### config.mk
export PLATFORM = sky130hd
export DESIGN_NAME = hex_disp_drv_flat
export DESIGN_NICKNAME = d
export VERILOG_FILES = /design/src/rtl/hex_disp_drv_if.sv /design/src/rtl/hex_disp_drv.sv /design/src/flat_wrapper.sv
export SDC_FILE = /design/constraint.sdc
export NUM_CORES = 1
export LEC_CHECK = 0
export ABC_CLOCK_PERIOD_IN_PS = 4900
export BUFFER_PORTS_ARGS = -buffer_cell sky130_fd_sc_hd__buf_4
export CAP_MARGIN = 30
export CORE_ASPECT_RATIO = 0.6
export CORE_UTILIZATION = 60
export DETAILED_ROUTE_END_ITERATION = 6
export GPL_TIMING_DRIVEN = 0
export PLACE_DENSITY = 0.88
export SETUP_SLACK_MARGIN = 0.15
export SLEW_MARGIN = 20
export SYNTH_ARGS = -nofsm -noshare
export SYNTH_HDL_FRONTEND = slang
export SYNTH_SLANG_ARGS = --single-unit
### constraint.sdc
create_clock -name clk -period 4.9 [get_ports clk]
set_input_delay 0.49 -clock clk [delete_from_list [all_inputs] [get_ports clk]]
set_output_delay 0.49 -clock clk [all_outputs]
set_load 0.01 [all_outputs]
### src/rtl/hex_disp_drv_if.sv
// hex_disp_drv_if: byte load strobe and multiplexed seven-segment outputs.
interface hex_disp_drv_if;
  logic [7:0] d_in;
  logic       load;
  logic [6:0] seg;
  logic       seg_Tg_out;
  logic       disp_valid;
  modport master (output d_in, load, input seg, seg_Tg_out, disp_valid);
  modport slave (input d_in, load, output seg, seg_Tg_out, disp_valid);
endinterface

### src/rtl/hex_disp_drv.sv
// hex_disp_drv: two-digit hex display driver with time-multiplexed digit select.
// Define HEX_DISP_BLANK_EN to blank a leading zero in the high digit.
module hex_disp_drv #(
  parameter int unsigned REFRESH_DIV = 50000
) (
  input logic           clk,
  input logic           rst,
  hex_disp_drv_if.slave bus
);
  localparam int W = $clog2(REFRESH_DIV);
  localparam logic [6:0] LUT [16] = '{
    7'h3F, 7'h06, 7'h5B, 7'h4F, 7'h66, 7'h6D, 7'h7D, 7'h07,
    7'h7F, 7'h6F, 7'h77, 7'h7C, 7'h39, 7'h5E, 7'h79, 7'h71
  };
  logic [7:0]   hold_q, hold_d;
  logic [W-1:0] cnt_q, cnt_d;
  logic         sel_q, sel_d, valid_q, valid_d, wrap;
  logic [6:0]   seg_q, seg_d;
  logic [3:0]   nib;
  always_comb begin
    wrap    = cnt_q == W'(REFRESH_DIV - 1);
    cnt_d   = wrap ? '0 : cnt_q + W'(1);
    sel_d   = sel_q ^ wrap;
    hold_d  = bus.load ? bus.d_in : hold_q;
    valid_d = valid_q | bus.load;
    nib     = sel_q ? hold_q[7:4] : hold_q[3:0];
`ifdef HEX_DISP_BLANK_EN
    seg_d   = (sel_q && hold_q[7:4] == 4'h0) ? 7'h00 : LUT[nib];
`else
    seg_d   = LUT[nib];
`endif
  end
  // seg decodes the registered byte/select, so it lags a load or toggle by one cycle
  always_ff @(posedge clk or posedge rst) begin
    if (rst) begin
      hold_q  <= 8'h00;
      cnt_q   <= '0;
      sel_q   <= 1'b0;
      valid_q <= 1'b0;
      seg_q   <= 7'h3F;
    end else begin
      hold_q  <= hold_d;
      cnt_q   <= cnt_d;
      sel_q   <= sel_d;
      valid_q <= valid_d;
      seg_q   <= seg_d;
    end
  end
  assign bus.seg        = seg_q;
  assign bus.seg_Tg_out = sel_q;
  assign bus.disp_valid = valid_q;
endmodule

### src/flat_wrapper.sv
// flat-port wrapper written by rule: the top's interface ports become plain ports
module hex_disp_drv_flat 
#(
  parameter int unsigned REFRESH_DIV = 50000
)
  (clk, rst, bus_d_in, bus_load, bus_seg, bus_seg_Tg_out, bus_disp_valid);
  hex_disp_drv_if bus_i ();
  input logic clk;
  input logic rst;
  input wire logic [$bits(bus_i.d_in)-1:0] bus_d_in;
  input wire logic [$bits(bus_i.load)-1:0] bus_load;
  output wire logic [$bits(bus_i.seg)-1:0] bus_seg;
  output wire logic [$bits(bus_i.seg_Tg_out)-1:0] bus_seg_Tg_out;
  output wire logic [$bits(bus_i.disp_valid)-1:0] bus_disp_valid;
  assign bus_i.d_in = bus_d_in;
  assign bus_i.load = bus_load;
  assign bus_seg = bus_i.seg;
  assign bus_seg_Tg_out = bus_i.seg_Tg_out;
  assign bus_disp_valid = bus_i.disp_valid;
  hex_disp_drv #(.REFRESH_DIV(REFRESH_DIV)) u_core (.clk(clk), .rst(rst), .bus(bus_i));
endmodule
======== Yosys cells after proc, flatten, opt, wreduce, memory -nomap -nowiden ========
Memories as Yosys holds them, arrays and structs flattened. A register that Yosys moved wholly into a read port is not among the register bits.
Cells that the tools add are included.
storage, ports and cells
  ROM bits ................................ 112
  input bits .............................. 11
  output and inout port bits .............. 9
  flip-flop bits (word level) ............. 26
  word-level logic and storage cells ...... 12
  memories kept ........................... 1
memory list
  name              depth  width  rd ports  clocked after memory_dff  write ports  RTL line            text
  (name not given)  16     7      1         1                         0            hex_disp_drv.sv:30  seg_d = LUT[nib];
operators by class
  equality and inequality tests ........... 1
  bitwise gates (word level) .............. 3
  add/subtract/negate cells ............... 1
  muxes and demuxes ....................... 2
operator list
  cell                                                              count
  16-bit by 1-bit adder with 16-bit output (second input constant)  1
  16-bit == test (second input constant)                            1
  16-bit two-way mux                                                1
  4-bit inverter with 5-bit output                                  1
  4-bit two-way mux                                                 1
  1-bit bitwise OR                                                  1
  1-bit XOR                                                         1

======== Longest topological paths before layout ========
Gate-level depths: netlist (run 1).
  depth in word-level cells ............... 2
  depth in mapped cells ................... 6
  gate-level depth less buffers ........... 5

======== Worst setup path after synthesis (run 1) ========
Ideal clock, no wire load.
  path type ............................... register to register
  start point ............................. reg u_core.sel_q, in the netlist u_core.bus.seg_Tg_out
  end point ............................... reg u_core.seg_q[3], in the netlist u_core.bus.seg[3]
  buffers on the path ..................... 1
  setup slack ............................. 3,055 ps
  library setup time ...................... 60 ps
  stages on the path, launching flop included .. 7
  clock period less this slack ............ 1,845 ps
  arrival time ............................ 1,785 ps
  required time ........................... 4,840 ps
  cell sequence ........................... dfrtp_1 > buf_6 > mux2i_1 > inv_1 > ha_1 > mux4_2 > inv_1
between the ends
  word-level cells in the longest chain between the ends .. 2
ends and longest elaborated chain
  what                                                    RTL line            text
  start, declared                                         hex_disp_drv.sv:17  logic sel_q, sel_d, valid_q, valid_d, wrap;
  start signal, assigned                                  hex_disp_drv.sv:44  sel_q <= sel_d;
  4-bit two-way mux                                       hex_disp_drv.sv:26  nib = sel_q ? hold_q[7:4] : hold_q[3:0];
  4-bit inverter with 5-bit output (implied by the code)  hex_disp_drv.sv:30
  end, declared                                           hex_disp_drv.sv:18  logic [6:0] seg_q, seg_d;
No other way between the ends.
A chain may end at the register's enable or synchronous reset.

======== Worst setup path in the final report (run 1) ========
Same ends and word-level chain as after synthesis.

==> results_dict.tcl, run 1 <==
set metrics [dict create \
    syn2layout_area_growth_pct 18.3 \
    path_clk_slew_ns 0.07 \
    p_seq_share_pct 46.9 \
    timing.critical_path.cells "buf_6 > mux2i_1 > inv_1 > ha_1 > mux4_2 > inv_1" \
    row_count 14 \
    vias 1062 \
    fin_util_pct 75.1 \
    critical_path_class "flop to flop" \
    grt_overflow 0 \
    fill_cells 177 \
    ff_latch_area_um2 833 \
    relSlewSlack_pct 52.2 \
    min-delay-path-class "primary input to asynchronous set/reset pin" \
    cts-root-buf "clkbuf_8" \
    power_leakage_nw 0.872 \
    reg2reg_to "u_core.bus.seg[3]" \
    cts_resized 0 \
    antenna_cells 0 \
    ir_drop_mv 0.206 \
    crit_arrival_ns 2.27 \
    finalCritPeriodShare_pct 41.7 \
    cpMaxStageDelayCell "mux4_2" \
    crit_path_frequent_cell "inv_1" \
    nets 176 \
    synth_largest_area_cell "dfrtp_1" \
    ys_seq_elements 33 \
    drc_errors 0 \
    synth_nets 151 \
    cellInternalPower_uw 500 \
    critPathBufInv 3 \
    dp_hpwl_um 2180 \
    worstMarginPinSlew_ns 0.696 \
    yosysUniqueCellTypes 33 \
    vias_per_cell 5.59 \
    maxCapViolations 0 \
    die_y_um 41.9 \
    place_area_um2 1760 \
    core_um2 2500 \
    ant_nets 0 \
    grt_pass1_vias 1064 \
    placedCellCount 182 \
    drt_first_iter_violations 64 \
    dr.pass1.iters 4 \
    reg2regPathDepth 6 \
    finalSetupViolCount 0 \
    r2r_slack_ns 2.86 \
    design_area_um2 1880 \
    start_kind "flop" \
    timing_hold_violations_final 0 \
    syn_inst 132 \
    critical-path-max-stage-delay_ns 0.47 \
    cts_tree "done" \
    cts_sinks 33 \
    start_util_pct 63.4 \
    powerDensity_nw_per_um2 341 \
    slew_violations 0 \
    rsz0062_at_grt "no" \
    syn_area_um2 1590 \
    timing.final.crit_period_ns 2.04 \
    path_max_fanout 7 \
    grt_usage_pct 25.5 \
    wire_per_inst_um 15.3 \
    hold_buffers 0 \
    cp_top_family "multiplexers" \
    cts_buffer_depth 2 \
    die_w_um 68.4 \
    dp_slack_ns 2.87 \
    final_cell_count_no_fill 190 \
    numCtsBuffers 5 \
    grt_max_degree 34 \
    power.switching_uw 142 \
    grt_pass1_wl_um 5040 \
    num_io_pins 20 \
    drive_above_1_share_pct 29.7 \
    required_ns 5.13 \
    ys_seq_area_share_pct 52.4 \
    synthFlopType "dfrtp_1" \
    outcome "finished, final reports clean" \
    clk_latency_ns 0.28 \
    synth_top_area_share_pct 42.5 \
    syn_avg_cell_area_um2 12.0 \
    die_area_um2 2860 \
    max_freq_mhz 490 \
    ys.warnings.count 0 \
    synthTopCellsByArea "dfrtp_1 43%, dfstp_2 9.9%, mux2_2 7.1%" \
    fin_tns_setup_ns 0 \
    antenna_found_initial 0 \
    finalWorstSetupSlack_ns 2.86 \
    place_congestion 0.904 \
    pwr-share-clk_pct 40.6 \
    power_switching_share_pct 22.2 \
    synth_edf_count 0 \
    fin_worst_skew_ns 0.00815 \
    routed_wl_um 2900 \
    cts_setup_buffers 0 \
    port_buffers 18 \
    multi_input_area_um2 718 \
    end_kind "flop" \
    cts_max_level 2 \
    synth-async-reset-ratio_pct 100 \
    power_frac_comb_pct 12.5 \
    r2r_start "u_core.bus.seg_Tg_out" \
]
==> power by group through the flow <==
| stage | Combinational [mW] | Sequential [mW] | Clock, mW |
|---|---|---|---|
| after floorplan | 0.0444 | 0.310 | 0 |
| after global placement | 0.0759 | 0.305 | 0 |
| after detailed placement | 0.0807 | 0.306 | 0 |
| after CTS | 0.0811 | 0.301 | 0.265 |
| after global routing | 0.0900 | 0.303 | 0.275 |
| final | 0.0802 | 0.301 | 0.261 |
==> layout by cell type (no fill, tap or decap), types with 4 or more instances in the layout <==
cell type   n
ha_1        8
nor2_1     15
inv_1       5
nand3_1     4
mux2_2     10
xnor2_1     7
nand2_1     6
xor2_1      7
dfstp_2     6
buf_4      18
nand4_1     4
mux2i_1     6
dfrtp_1    27
clkbuf_8    6
==> cell families (layout without fill, tap and decap cells) <==
logic type	Yosys count	count (layout)	share of synthesized area, %
and+or+nand+nor	41	41	13.5
DFF	33	33	52.4
AOI/OAI and AO/OA	10	10	4.49
adders and majority gates	8	8	6.30
muxes	18	18	13.1
buffers and inverters	8	34	2.36
xor gates and xnor gates	14	14	7.72
==> cell usage after synthesis (2+ instances only) <==
library cell  count
a21oi_1           2
o22a_1            2
dfrtp_1          27
nand3_1           4
nor2_1           15
nor3_1            2
nand2_1           6
nor4_1            2
mux2_2           10
and3_1            2
nand4_1           4
xnor2_1           7
ha_1              8
mux2i_1           6
xor2_1            7
inv_1             6
dfstp_2           6
==> state kept, by name, summed over array words and instances, names as in the netlist <==
signal	cells
u_core.hold_q	8
u_core.bus.seg_Tg_out	1
u_core.bus.disp_valid	1
u_core.cnt_q	16
u_core.bus.seg	7
==> how the worst max path moves through the flow <==
stage                                    to  depth (start not counted)                   from
after floorplan           u_core.bus.seg[3]                          6  u_core.bus.seg_Tg_out
after global placement    u_core.bus.seg[3]                          6  u_core.bus.seg_Tg_out
after detailed placement  u_core.bus.seg[3]                          6  u_core.bus.seg_Tg_out
after CTS                 u_core.bus.seg[3]                          6  u_core.bus.seg_Tg_out
after global routing      u_core.bus.seg[3]                          6  u_core.bus.seg_Tg_out
final                     u_core.bus.seg[3]                          6  u_core.bus.seg_Tg_out
==> final cells by class <==
| type | count | area share [%] |
|---|---|---|
| inverter | 6 | 1.20 |
| clock inverter | 1 | 1.60 |
| clock buffer | 7 | 4.59 |
| sequential | 33 | 44.3 |
| buffer | 2 | 0.798 |
| timing repair buffer | 18 | 7.19 |
| multi-input combinational | 91 | 38.2 |
| tap | 32 | 2.13 |
==> metrics by stage <==
step | hold slack [ns] | total power [mW]
2_1_floorplan | 0.455 | 0.355
4_1_cts | 0.333 | 0.648
3_3_place_gp | 0.454 | 0.381
3_5_place_dp | 0.474 | 0.387
6_report | 0.301 | 0.642
5_1_grt | 0.370 | 0.668
==> routing by layer <==
metal	global-route usage (%)	wire length, µm
met3	9.34	201
met1	34.3	1330
met4	9.17	29
met5	0	0
met2	37.6	1340
Note: power is estimated with default switching activity, not from simulation.
==> inputs of run 2 (changes only) <==
ABC_AREA = 1   (was default)
ABC_CLOCK_PERIOD_IN_PS = 1800   (was 4900)
CORE_UTILIZATION = 52   (was 60)
PLACE_DENSITY = 0.81   (was 0.88)
clock period = 1.8 ns   (was 4.9 ns; I/O delays follow)
==> run 2 against run 1 <==
  * Critical endpoint unchanged
  * Maximum frequency is 35% higher
  * Synthesized area grew 11%
  * Final cell count rose by 49%
  * Critical path depth rose by 3
  * Largest cell class unchanged
  * The run now ends with hold timing left
  * Routed wire length rose by 15%
==> results_dict.tcl, run 2 <==
set metrics [dict create \
    hold_buffers 0 \
    fin_tns_setup_ns 0 \
    power_frac_comb_pct 13.3 \
    multi_input_area_um2 817 \
    antenna_cells 0 \
    ys.warnings.count 0 \
    relSlewSlack_pct 55.0 \
    reg2regPathDepth 9 \
    dr.pass1.iters 4 \
    ant_nets 0 \
    clk_latency_ns 0.29 \
    drc_errors 0 \
    power_switching_share_pct 25.0 \
    power.switching_uw 399 \
    syn2layout_area_growth_pct 17.2 \
    syn_area_um2 1770 \
    design_area_um2 2070 \
    fin_util_pct 68.1 \
    antenna_found_initial 0 \
    vias_per_cell 4.76 \
    finalWorstSetupSlack_ns 0.286 \
    power_mw 1.60 \
    critical_path_class "flop to flop" \
    wire_per_inst_um 11.7 \
    place_area_um2 1960 \
    reg2reg_to "u_core.bus.seg[3]" \
    finalSetupViolCount 0 \
    end_kind "flop" \
    p_seq_share_pct 51.0 \
    crit_arrival_ns 1.74 \
    dp_slack_ns 0.104 \
    min-delay-path-class "primary input to asynchronous set/reset pin" \
    cts_tree "done" \
    ys_seq_area_share_pct 47.1 \
    hold_slack_ns -0.00329 \
    fin_worst_skew_ns 0.00444 \
    largest_reg_flops 16 \
    core_um2 3040 \
    row_count 15 \
    die_y_um 47.2 \
    grt_usage_pct 22.0 \
    cts_sinks 33 \
    syn_avg_cell_area_um2 8.18 \
    start_util_pct 58.1 \
    drt_first_iter_violations 144 \
    start_kind "flop" \
    mostFrequentLayoutCells "56 x nand2_1, 33 x nor2_1, 30 x inv_1" \
    ir_drop_mv 0.545 \
    drive_above_1_share_pct 21.1 \
    outcome "finished with violations" \
    finalCritPeriodShare_pct 84.1 \
    cts-root-buf "clkbuf_8" \
    cts_buffer_depth 2 \
    synth_edf_count 0 \
    synth_top_area_share_pct 38.2 \
    yosysUniqueCellTypes 27 \
    vias 1353 \
    grt_max_degree 34 \
    timing.final.crit_period_ns 1.51 \
    maxCapViolations 0 \
    worstMarginPinSlew_ns 0.674 \
    cts_max_level 2 \
    synth_largest_area_cell "dfrtp_1" \
    routed_wl_um 3340 \
    grt_pass1_vias 1226 \
    die_area_um2 3640 \
    grt_pass1_wl_um 5790 \
    rsz0062_at_grt "no" \
    r2r_slack_ns 0.29 \
    largest-register "u_core.cnt_q" \
    yosysMostFrequentCell "nand2_1" \
    ys_seq_elements 33 \
    dp_hpwl_um 2440 \
    synthFlopType "dfrtp_1" \
    synthTopCellsByArea "dfrtp_1 38%, nand2_1 12%, dfstp_2 8.9%" \
    fill_cells 245 \
    pwr-share-clk_pct 35.7 \
    num_io_pins 20 \
    path_max_fanout 10 \
    path_clk_slew_ns 0.07 \
    max_freq_mhz 660 \
    cts_setup_buffers 0 \
    r2r_start "u_core.bus.seg_Tg_out" \
    ff_latch_area_um2 833 \
    port_buffers 19 \
    synth_nets 235 \
    place_congestion 0.987 \
    grt_overflow 0 \
    slew_violations 0 \
    cellInternalPower_mw 1.20 \
    timing_hold_violations_final 14 \
    required_ns 2.02 \
    synth-async-reset-ratio_pct 100 \
    numCtsBuffers 5 \
    layout_commonest_cell "nand2_1" \
    die_w_um 77.3 \
    violations "hold timing" \
    synth_commonest_cells "56 x nand2_1, 33 x nor2_1, 31 x inv_1" \
    powerDensity_nw_per_um2 770 \
    syn_inst 216 \
    power_leakage_nw 1.09 \
    nets 261 \
]
[run 2: cell types whose count changed after synthesis, sizes merged, moves of 2 or more]
cell	before	now
nand3	4	12
and3	2	0
mux2	10	4
nor2	15	37
nand2	6	56
o22a	2	0
xnor2	7	1
nor4	3	0
o21ai	1	10
mux2i	7	0
inv	6	33
[run 2: what timing repair did]
item | CTS | global route
gates resized for setup | 1 | 4
endpoints found under the setup margin | 3 | 7
pin swaps | 0 | 0
[run 2: worst max-delay path, stage by stage (launching register included)]
cell and delay (ns):
dfrtp_1 0.40, buf_6 0.16, nand2_1 0.08, o21a_4 0.15
inv_1 0.09, ha_1 0.27, nand2_1 0.10, o21ai_0 0.09
nand2_1 0.07, nand2_1 0.05
[run 2: cell families after synthesis]
group                    after synthesis  synth area share [%]
AO/OA/AOI/OAI                         14                  5.10
XOR/XNOR                               9                  4.46
adder cells (fa/ha/maj)                8                  5.66
buffers and inverters                 35                  7.71
flip-flops                            33                  47.1
multiplexers                           4                  2.55
AND/OR/NAND/NOR                      113                  27.4
[run 2: worst max path at each step]
stage                               start                end  slack (ns)  cells past startpoint
detailed placement  u_core.bus.seg_Tg_out  u_core.bus.seg[6]        0.10                      9
CTS                 u_core.bus.seg_Tg_out  u_core.bus.seg[3]        0.19                      9
finish              u_core.bus.seg_Tg_out  u_core.bus.seg[3]        0.29                      9
global placement    u_core.bus.seg_Tg_out  u_core.bus.seg[6]        0.14                      9
floorplan           u_core.bus.seg_Tg_out  u_core.bus.seg[6]        0.23                      9
global route        u_core.bus.seg_Tg_out  u_core.bus.seg[6]        0.16                     10
[run 2: power by group through the flow]
stage          registers [mW]  clock network [mW]  logic [mW]
2_1_floorplan           0.839                   0       0.110
3_3_place_gp            0.825                   0       0.202
3_5_place_dp            0.826                   0       0.206
4_1_cts                 0.813               0.576       0.208
5_1_grt                 0.817               0.614       0.241
6_report                0.814               0.571       0.212
[run 2: layout make-up]
type                            instances  share of cell area [%]
Sequential cell                        33                    40.2
Multi-Input combinational cell        148                    39.4
Timing Repair Buffer                   19                    6.88
Inverter                               33                    5.98
Clock buffer                            7                    4.17
Tap cell                               42                    2.54
Buffer                                  2                   0.785
[run 2: per-layer routing]
| layer | GRT usage (%) | wire (µm) | share of wire, % | vias up |
|---|---|---|---|---|
| li1 | - | - | - | 715 |
| met4 | 5.66 | 31 | 0.93 | 0 |
| met2 | 28.5 | 1140 | 34 | 28 |
| met3 | 8.35 | 207 | 6.2 | 6 |
| met1 | 33.7 | 1960 | 59 | 604 |
| met5 | 0 | 0 | 0 | - |
[run 2: per-stage QoR]
step | cells | hold slack [ns]
after global routing | 284 | 0.0600
after floorplan | 216 | 0.301
after detailed placement | 277 | 0.331
after CTS | 284 | 0.0179
final | 284 | -0.00329
after global placement | 277 | 0.387
